==> src/rtl/fir_pkg.sv <==
// ============================================================================
// Module   : fir_pkg
// Purpose  : Shared state encoding and constants for the FIR stream engine.
// Revision : 1.0  initial release
// ============================================================================
`default_nettype none

package fir_pkg;

  typedef enum logic [2:0] {
    ST_IDLE    = 3'd0,
    ST_CLEAR   = 3'd1,
    ST_WAIT_IN = 3'd2,
    ST_MAC     = 3'd3,
    ST_OUT     = 3'd4,
    ST_DONE    = 3'd5
  } fir_state_e;

  localparam int DEFAULT_TAP_NUM = 11;
  localparam int BYTE_STRIDE     = 4;

  // Word index to BRAM byte address.
  function automatic int byte_addr(input int word);
    return word * BYTE_STRIDE;
  endfunction

endpackage : fir_pkg

`default_nettype wire

==> src/rtl/fir_mac.sv <==
// ============================================================================
// Module   : fir_mac
// Purpose  : Registered multiply-accumulate; acc updates one cycle after en.
// Revision : 1.0  initial release
// ============================================================================
`default_nettype none

module fir_mac #(
  parameter int pDATA_WIDTH = 32
) (
  input  logic                   clk,
  input  logic                   rst_n,
  input  logic                   clr,
  input  logic                   en,
  input  logic [pDATA_WIDTH-1:0] a,
  input  logic [pDATA_WIDTH-1:0] b,
  output logic [pDATA_WIDTH-1:0] acc
);

  logic [pDATA_WIDTH-1:0] acc_q;
  logic [pDATA_WIDTH-1:0] acc_d;
  logic [pDATA_WIDTH-1:0] prod;

  // Only the low word of the product is kept; the sum wraps naturally.
  always_comb begin
    prod  = a * b;
    acc_d = acc_q;
    if (clr) begin
      acc_d = '0;
    end else if (en) begin
      acc_d = acc_q + prod;
    end
  end

  always_ff @(posedge clk or negedge rst_n) begin
    if (!rst_n) begin
      acc_q <= '0;
    end else begin
      acc_q <= acc_d;
    end
  end

  assign acc = acc_q;

endmodule : fir_mac

`default_nettype wire

==> src/rtl/fir_stream_engine.sv <==
// ============================================================================
// Module   : fir_stream_engine
// Purpose  : Streaming FIR engine, one tap per cycle against tap/data BRAMs.
// Revision : 1.0  initial release
// ============================================================================
`default_nettype none

module fir_stream_engine
  import fir_pkg::*;
#(
  parameter int pADDR_WIDTH = 12,
  parameter int pDATA_WIDTH = 32,
  parameter int pTAP_NUM    = DEFAULT_TAP_NUM
) (
  input  logic                   clk,
  input  logic                   rst_n,
  input  logic                   ap_start,
  input  logic [pDATA_WIDTH-1:0] xfer_len,
  output logic                   reset_ap_start,
  output logic                   ap_done,
  output logic                   ap_idle,
  input  logic                   ss_tvalid,
  input  logic [pDATA_WIDTH-1:0] ss_tdata,
  input  logic                   ss_tlast,
  output logic                   ss_tready,
  output logic                   sm_tvalid,
  output logic [pDATA_WIDTH-1:0] sm_tdata,
  output logic                   sm_tlast,
  input  logic                   sm_tready,
  output logic                   tap_EN,
  output logic [pADDR_WIDTH-1:0] tap_A,
  input  logic [pDATA_WIDTH-1:0] tap_Do,
  output logic                   data_EN,
  output logic [3:0]             data_WE,
  output logic [pADDR_WIDTH-1:0] data_A,
  output logic [pDATA_WIDTH-1:0] data_Di,
  input  logic [pDATA_WIDTH-1:0] data_Do
);

  localparam int IDX_W = (pTAP_NUM > 1) ? $clog2(pTAP_NUM) : 1;
  localparam int K_W   = $clog2(pTAP_NUM + 1);

  localparam logic [IDX_W-1:0] LAST_IDX = IDX_W'(pTAP_NUM - 1);
  localparam logic [K_W-1:0]   K_END    = K_W'(pTAP_NUM);

  fir_state_e             state_q, state_d;
  logic [IDX_W-1:0]       head_q, head_d;
  logic [IDX_W-1:0]       clr_idx_q, clr_idx_d;
  logic [K_W-1:0]         k_q, k_d;
  logic [pDATA_WIDTH-1:0] count_q, count_d;
  logic [pDATA_WIDTH-1:0] xfer_len_q, xfer_len_d;
  logic                   reset_ap_start_q, reset_ap_start_d;

  logic [pDATA_WIDTH-1:0] count_inc;
  logic [IDX_W-1:0]       rd_idx;
  logic [IDX_W:0]         head_ext;
  logic [IDX_W:0]         k_ext;
  logic                   mac_clr;
  logic                   mac_en;
  logic [pDATA_WIDTH-1:0] mac_acc;

  // Stream framing comes from xfer_len, so tlast is deliberately not consumed.
  logic unused_tlast;
  assign unused_tlast = ss_tlast;

  // History index (head - k) mod pTAP_NUM without a divider.
  always_comb begin
    head_ext = {1'b0, head_q};
    k_ext    = (IDX_W + 1)'(k_q);
    if (head_ext >= k_ext) begin
      rd_idx = IDX_W'(head_ext - k_ext);
    end else begin
      rd_idx = IDX_W'(head_ext + (IDX_W + 1)'(pTAP_NUM) - k_ext);
    end
  end

  assign count_inc = count_q + pDATA_WIDTH'(1);

  always_comb begin
    state_d          = state_q;
    head_d           = head_q;
    clr_idx_d        = clr_idx_q;
    k_d              = k_q;
    count_d          = count_q;
    xfer_len_d       = xfer_len_q;
    reset_ap_start_d = 1'b0;
    ap_idle          = 1'b0;
    ap_done          = 1'b0;
    ss_tready        = 1'b0;
    sm_tvalid        = 1'b0;
    sm_tlast         = 1'b0;
    tap_EN           = 1'b0;
    tap_A            = '0;
    data_EN          = 1'b0;
    data_WE          = 4'h0;
    data_A           = '0;
    data_Di          = '0;
    mac_clr          = 1'b0;
    mac_en           = 1'b0;

    case (state_q)
      ST_IDLE: begin
        ap_idle = 1'b1;
        if (ap_start) begin
          reset_ap_start_d = 1'b1;
          xfer_len_d       = xfer_len;
          head_d           = '0;
          count_d          = '0;
          clr_idx_d        = '0;
          state_d          = ST_CLEAR;
        end
      end

      ST_CLEAR: begin
        data_EN = 1'b1;
        data_WE = 4'hF;
        data_A  = pADDR_WIDTH'(byte_addr(int'(clr_idx_q)));
        if (clr_idx_q == LAST_IDX) begin
          state_d = (xfer_len_q == '0) ? ST_DONE : ST_WAIT_IN;
        end else begin
          clr_idx_d = clr_idx_q + IDX_W'(1);
        end
      end

      ST_WAIT_IN: begin
        ss_tready = 1'b1;
        if (ss_tvalid) begin
          data_EN = 1'b1;
          data_WE = 4'hF;
          data_A  = pADDR_WIDTH'(byte_addr(int'(head_q)));
          data_Di = ss_tdata;
          mac_clr = 1'b1;
          k_d     = '0;
          state_d = ST_MAC;
        end
      end

      // Reads issue on k=0..N-1; each product lands one cycle later, so the
      // final cycle (k==N) only accumulates.
      ST_MAC: begin
        mac_en = (k_q != '0);
        if (k_q == K_END) begin
          state_d = ST_OUT;
        end else begin
          tap_EN  = 1'b1;
          tap_A   = pADDR_WIDTH'(byte_addr(int'(k_q)));
          data_EN = 1'b1;
          data_A  = pADDR_WIDTH'(byte_addr(int'(rd_idx)));
          k_d     = k_q + K_W'(1);
        end
      end

      ST_OUT: begin
        sm_tvalid = 1'b1;
        sm_tlast  = (count_inc == xfer_len_q);
        if (sm_tready) begin
          count_d = count_inc;
          if (count_inc == xfer_len_q) begin
            state_d = ST_DONE;
          end else begin
            head_d  = (head_q == LAST_IDX) ? '0 : head_q + IDX_W'(1);
            state_d = ST_WAIT_IN;
          end
        end
      end

      ST_DONE: begin
        ap_done = 1'b1;
        state_d = ST_IDLE;
      end

      default: begin
        state_d = ST_IDLE;
      end
    endcase
  end

  always_ff @(posedge clk or negedge rst_n) begin
    if (!rst_n) begin
      state_q          <= ST_IDLE;
      head_q           <= '0;
      clr_idx_q        <= '0;
      k_q              <= '0;
      count_q          <= '0;
      xfer_len_q       <= '0;
      reset_ap_start_q <= 1'b0;
    end else begin
      state_q          <= state_d;
      head_q           <= head_d;
      clr_idx_q        <= clr_idx_d;
      k_q              <= k_d;
      count_q          <= count_d;
      xfer_len_q       <= xfer_len_d;
      reset_ap_start_q <= reset_ap_start_d;
    end
  end

  assign reset_ap_start = reset_ap_start_q;

  // The accumulator only moves during WAIT_IN/MAC, so it doubles as the
  // output holding register while OUT waits on sm_tready.
  fir_mac #(
    .pDATA_WIDTH(pDATA_WIDTH)
  ) u_mac (
    .clk   (clk),
    .rst_n (rst_n),
    .clr   (mac_clr),
    .en    (mac_en),
    .a     (tap_Do),
    .b     (data_Do),
    .acc   (mac_acc)
  );

  assign sm_tdata = mac_acc;

endmodule : fir_stream_engine

`default_nettype wire

==> config.mk <==
export PLATFORM = sky130hd
export DESIGN_NAME = fir_stream_engine
export DESIGN_NICKNAME = d
export VERILOG_FILES = /design/src/rtl/fir_pkg.sv /design/src/rtl/fir_mac.sv /design/src/rtl/fir_stream_engine.sv
export SDC_FILE = /design/constraint.sdc
export NUM_CORES = 2
export LEC_CHECK = 0
export ABC_CLOCK_PERIOD_IN_PS = 6830
export CAP_MARGIN = 20
export CORE_MARGIN = 8
export CORE_UTILIZATION = 60
export CTS_CLUSTER_SIZE = 16
export DETAILED_ROUTE_END_ITERATION = 6
export DONT_BUFFER_PORTS = 1
export PLACE_DENSITY = 0.79
export SYNTH_ARGS = -nofsm -noshare
export SYNTH_HDL_FRONTEND = slang
export SYNTH_SLANG_ARGS = --single-unit
==> constraint.sdc <==
create_clock -name clk -period 6.83 [get_ports clk]
set_input_delay 1.366 -clock clk [delete_from_list [all_inputs] [get_ports clk]]
set_output_delay 1.366 -clock clk [all_outputs]
set_load 0.1 [all_outputs]
Yosys cells after proc, flatten, opt, wreduce, memory -nomap -nowiden. Cells that the tools add are included.

Bits in read-only memories: 0. Input port bits: 134. Register bits: 112. Logic and storage cells: 94. Memories: 0. Output and inout bits: 100. Memory bits (writable): 0. Bits in latches: 0.

Bitwise operators: 0. Equal/unequal tests: 17. Reductions and logical operators: 13. Mux-type cells: 46. Shift operators: 0. Div/mod/pow operators: 0. $lt $le $gt $ge: 1. $add $sub $neg: 8. $mul: 1.

Operator list (count): 32-bit two-way mux (6); 32-bit one-hot mux with 2 select lines (1); 4-bit two-way mux (9); 32-bit by 1-bit adder with 32-bit output, second input constant (1); 32-bit adder (1); 32-bit equality test (1); 32-bit logical NOT (1); 32-bit by 32-bit multiplier with 32-bit output (1); 4-bit one-hot mux with 2 select lines (4); 6-bit two-way mux (4); 3-bit two-way mux (7); 6-bit one-hot mux with 3 select lines (1); 2-bit != test, second input constant (8); 3-bit one-hot mux with 5 select lines (1); 4-bit by 1-bit adder with 4-bit output, second input constant (3); 4-bit equality test, second input constant (3); 1-bit two-way mux (12); 3-bit AND reduction (3); 2-bit nonzero test (4); 4-bit subtractor (2); 3-bit by 2-bit equality test with 1-bit output, second input constant (2); 3-bit equality test, second input constant (2); 5-bit AND reduction (1); 4-bit adder, second input constant (1); 7 further kinds (7).

Longest topological paths before layout.
Depth in word-level cells: 5. Mapped depth: 29. Gate-level depth less buffers: 27.

Modules after synthesis. From an unflattened synthesis, not the netlist that was laid out.

Cells, all modules: 2710. Area, all modules: 23983.0 µm².

By module, submodules not included: fir_mac (instances 1, cells an instance 2013, sequential area each 800.8 µm², area an instance 18292.5 µm²); fir_stream_engine (instances 1, cells an instance 697, sequential area each 2001.9 µm², area an instance 5690.5 µm²).

Worst setup path after synthesis. Ideal clock, no wire load.

Path type: input to register. Start point: input data_Do[2]. End point: register u_mac.acc_q[30] (netlist: u_mac.acc[30]). Path slack: -1.112 ns. Setup time: 0.133 ns. Path buffers: 2. Stages on the path: 27. Data required time: 6.697 ns. Arrival time: 7.809 ns. Cell sequence: clkbuf_1 -> clkbuf_1 -> and2_1 -> fa_1 -> inv_1 -> fa_1 -> inv_1 -> fa_1 -> inv_1 -> fa_1 -> inv_1 -> fa_1 -> fa_1 -> fa_1 -> inv_1 -> fa_1 -> inv_1 -> ha_1 -> a21o_1 -> a21o_1 -> a21o_1 -> a21o_1 -> a21oi_1 -> o21ai_0 -> a311oi_1 -> xor2_1 -> o21ai_0.

Longest elaborated chain between the ends: 4.

RTL lines: start, declared (RTL line fir_stream_engine.sv:37) `input logic [pDATA_WIDTH-1:0] data_Do`; 32-bit by 32-bit multiplier with 32-bit output (RTL line fir_mac.sv:26) `prod = a * b;`; 32-bit adder (RTL line fir_mac.sv:31) `acc_d = acc_q + prod;`; 32-bit two-way mux (RTL line fir_mac.sv:30) `end else if (en) begin`; 32-bit two-way mux (RTL line fir_mac.sv:28) `if (clr) begin`; end signal, assigned (RTL line fir_mac.sv:37) `acc_q <= '0;`; end signal, assigned (RTL line fir_mac.sv:39) `acc_q <= acc_d;`; end, declared (RTL line fir_mac.sv:20) `logic [pDATA_WIDTH-1:0] acc_q;`.

No other way between the ends. The select of a mux whose other input is x is not followed. A chain may end at the register's enable or synchronous reset.

Final worst setup path.
Start point: input data_Do[7]. End point: register u_mac.acc_q[31] (netlist: u_mac.acc[31]).

Same word-level chain as after synthesis.

==> results.toml <==
[worst_hold_path]
min-delay-start = "k_q[1]$_DFFE_PN0P_"
hold_class = "reg2reg"

[setup_path]
path_max_fanout = 25
worst-setup-path-type = "in2reg"
startpoint = "data_Do[7]"
r2r_start = "u_mac.acc[21]$_DFFE_PN0P_"
required_ns = 7.04
start_kind = "primary input"
end_kind = "flip-flop"
arrival_ns = 7.46
rrSetupSlack_ns = 0.32

[floorplanning]
core-area_sq_mm = 0.03883
dieArea_sq_mm = 0.04606
start_util = 0.6096
die_y_um = 214.6
std_cell_rows = 72
die_w_um = 214.6
ios = 234

[sta]
setup_violations = 12
rsz0062_at_grt = "yes"
drv_slew = 0
setup_slack_ns = -0.4216
worstMarginPinSlew_ns = 1.176
hold_violations = 0
period_minus_slack_ns = 7.252
skew_ns = 0.02018
finalCritPeriodShare = 1.062
fmaxAchievable_ghz = 0.1379
slew_headroom = 0.2203

[run_status]
violations = "negative setup slack"
status = "complete, but fails checks"

[routing]
drt_wl_total_um = 66710
drtAntennaViolNets = 0
drtPass1Iterations = 5
vias = 18470
drc = 0
vias_per_cell = 5.767
drt_iter0_markers = 1222
wire_per_inst_um = 20.83

[final_layout]
finalInstanceArea_sq_mm = 0.02536
fillers = 3060
layout-drive-gt1-share = 0.09013
fin_nets = 3393
final_cell_mix = "inv_1, fa_1, nand2_1, and2_1, ha_1"
syn_to_final_growth_pct = 7.137
post-route-util = 0.6531
antenna_cells = 0
layout_commonest_cell = "inv_1"

[cts]
cts_tree = "yes"
clock_sinks = 112
root_buffer = "clkbuf_16"
htreeDepth = 3
cts_hold_buf = 0
clk_latency_ns = 0.37
cts.clk_slew.worst_paths_ns = 0.09
cts.path.max_buffers = 2
cts_buffers = 9

[logic_synthesis]
seq_area_frac_synth = 0.1184
syn-cell-area_sq_mm = 0.02367
async_flop_share = 1.000
synth_top_flop_cell = "dfrtp_1"
ys.warnings.count = 0
synth-seq-cells = 112
post_synth_num_cell_types = 77
syn_area_per_cell_sq_um = 8.763
postSynthCellCount = 2701
synth-edff-count = 0

[placed_design]
numPortBuffers = 0
gp_congestion = 0.9372
dpl_cell_area_sq_mm = 0.02468
dpl.hpwl_um = 53360

[global_route]
grt_antenna_before_repair = 0
grtUsageTotal = 0.2926
grt_max_degree = 113
first_global_vias = 20270
grt_overflow_total = 0
grt_pass1_wl_um = 108500

[run]
drv_cap = 0
-- kinds of logic after synthesis --
group / after synthesis / share of synthesized area
xor+xnor: 132 / 0.04884
other cells: 1 / 0.0001584
mux: 6 / 0.002696
compound gates: 241 / 0.06259
simple gates: 969 / 0.2130
buf+inv: 661 / 0.1084
fa+ha+maj: 579 / 0.4459
flops: 112 / 0.1184
-- through the flow --
step	hold WS [ns]	setup slack, ns	instances	TNS [ns]
after floorplan	0.4753	-0.7176	2716	-6.212
after global placement	0.5003	-0.8288	3176	-9.341
after detailed placement	0.5096	-0.9545	3176	-11.52
after CTS	0.5301	-0.4354	3197	-3.501
after global routing	0.5758	-0.6460	3203	-5.953
final	0.5241	-0.4216	3203	-3.572
-- critical path, stage by stage --
cell and delay [ns]:
and2_4 0.14, fa_1 0.56, fa_1 0.43, fa_1 0.54
inv_2 0.05, fa_1 0.56, inv_2 0.05, fa_1 0.50
inv_1 0.05, fa_1 0.51, inv_2 0.05, fa_1 0.49
inv_2 0.04, fa_1 0.56, inv_2 0.07, ha_4 0.29
a21oi_4 0.06, o21ai_4 0.21, nor2_2 0.07, o2bb2ai_2 0.15
nor2_4 0.17, a31oi_4 0.13, o21ai_2 0.17, xnor2_1 0.14
o21ai_0 0.10
-- final timing paths --
path	endpoint	depth (start not counted)
setup / recovery	u_mac.acc[31]$_DFFE_PN0P_	25
hold / removal	k_q[1]$_DFFE_PN0P_	2
setup reg to reg	u_mac.acc[31]$_DFFE_PN0P_	24
hold reg to reg	k_q[1]$_DFFE_PN0P_	2
max in group asynchronous	u_mac.acc[19]$_DFFE_PN0P_	0
min in group asynchronous	xfer_len_q[15]$_DFFE_PN0P_	0
-- routing by layer --
metal	vias to the layer above	routed length [um]	global-route usage
li1	8140	-	-
met1	9307	24500	0.3583
met5	-	0	0
met4	0	2527	0.1076
met3	173	6657	0.07348
met2	851	33030	0.4963
-- layout make-up --
class / instances / area [sq um] / share of cell area
well taps: 518 / 648.1 / 0.02556
flip-flops and latches: 112 / 2803 / 0.1105
clock inverters: 6 / 75.07 / 0.002960
clock buffers: 10 / 239.0 / 0.009424
multi-input cells: 1943 / 18840 / 0.7430
inverters: 509 / 1911 / 0.07534
repair buffers: 105 / 840.8 / 0.03316
-- synthesized netlist by cell type, drive strengths merged (5+ instances only) --
library cell    n  share of area
inv           508          0.081
fa            441           0.37
nand2         385          0.061
and2          323          0.085
ha            138          0.073
clkbuf        123          0.020
dfrtp         112           0.12
o21ai          92          0.019
xnor2          91          0.034
nor2           61         0.0099
a21oi          49          0.010
and3           45          0.012
xor2           41          0.015
nand3          34         0.0077
buf            29         0.0081
nand4          25         0.0075
nor3           18         0.0040
o31ai          17         0.0054
a21o           16         0.0051
nor4           16         0.0054
nor2b          14         0.0037
a31oi          13         0.0034
nand2b          9         0.0024
or3             8         0.0023
a22o            7         0.0026
o21a            6         0.0019
and4            5         0.0019
nand4b          5         0.0019
-- flip-flops by register name, summed over array words and instances, names as in the netlist --
register / count
count_q: 32
reset_ap_start: 1
state_q: 3
clr_idx_q: 4
k_q: 4
u_mac.acc: 32
head_q: 4
xfer_len_q: 32
-- timing repair --
item	4_1_cts	5_1_grt
gates resized for setup	35	34
buffers inserted	5	6
pin swaps	40	33
setup endpoints to repair	15	19
Power is left out: the tool's default activity adds up to more than one toggle a clock period on the data nets, which glitch-free logic cannot reach.
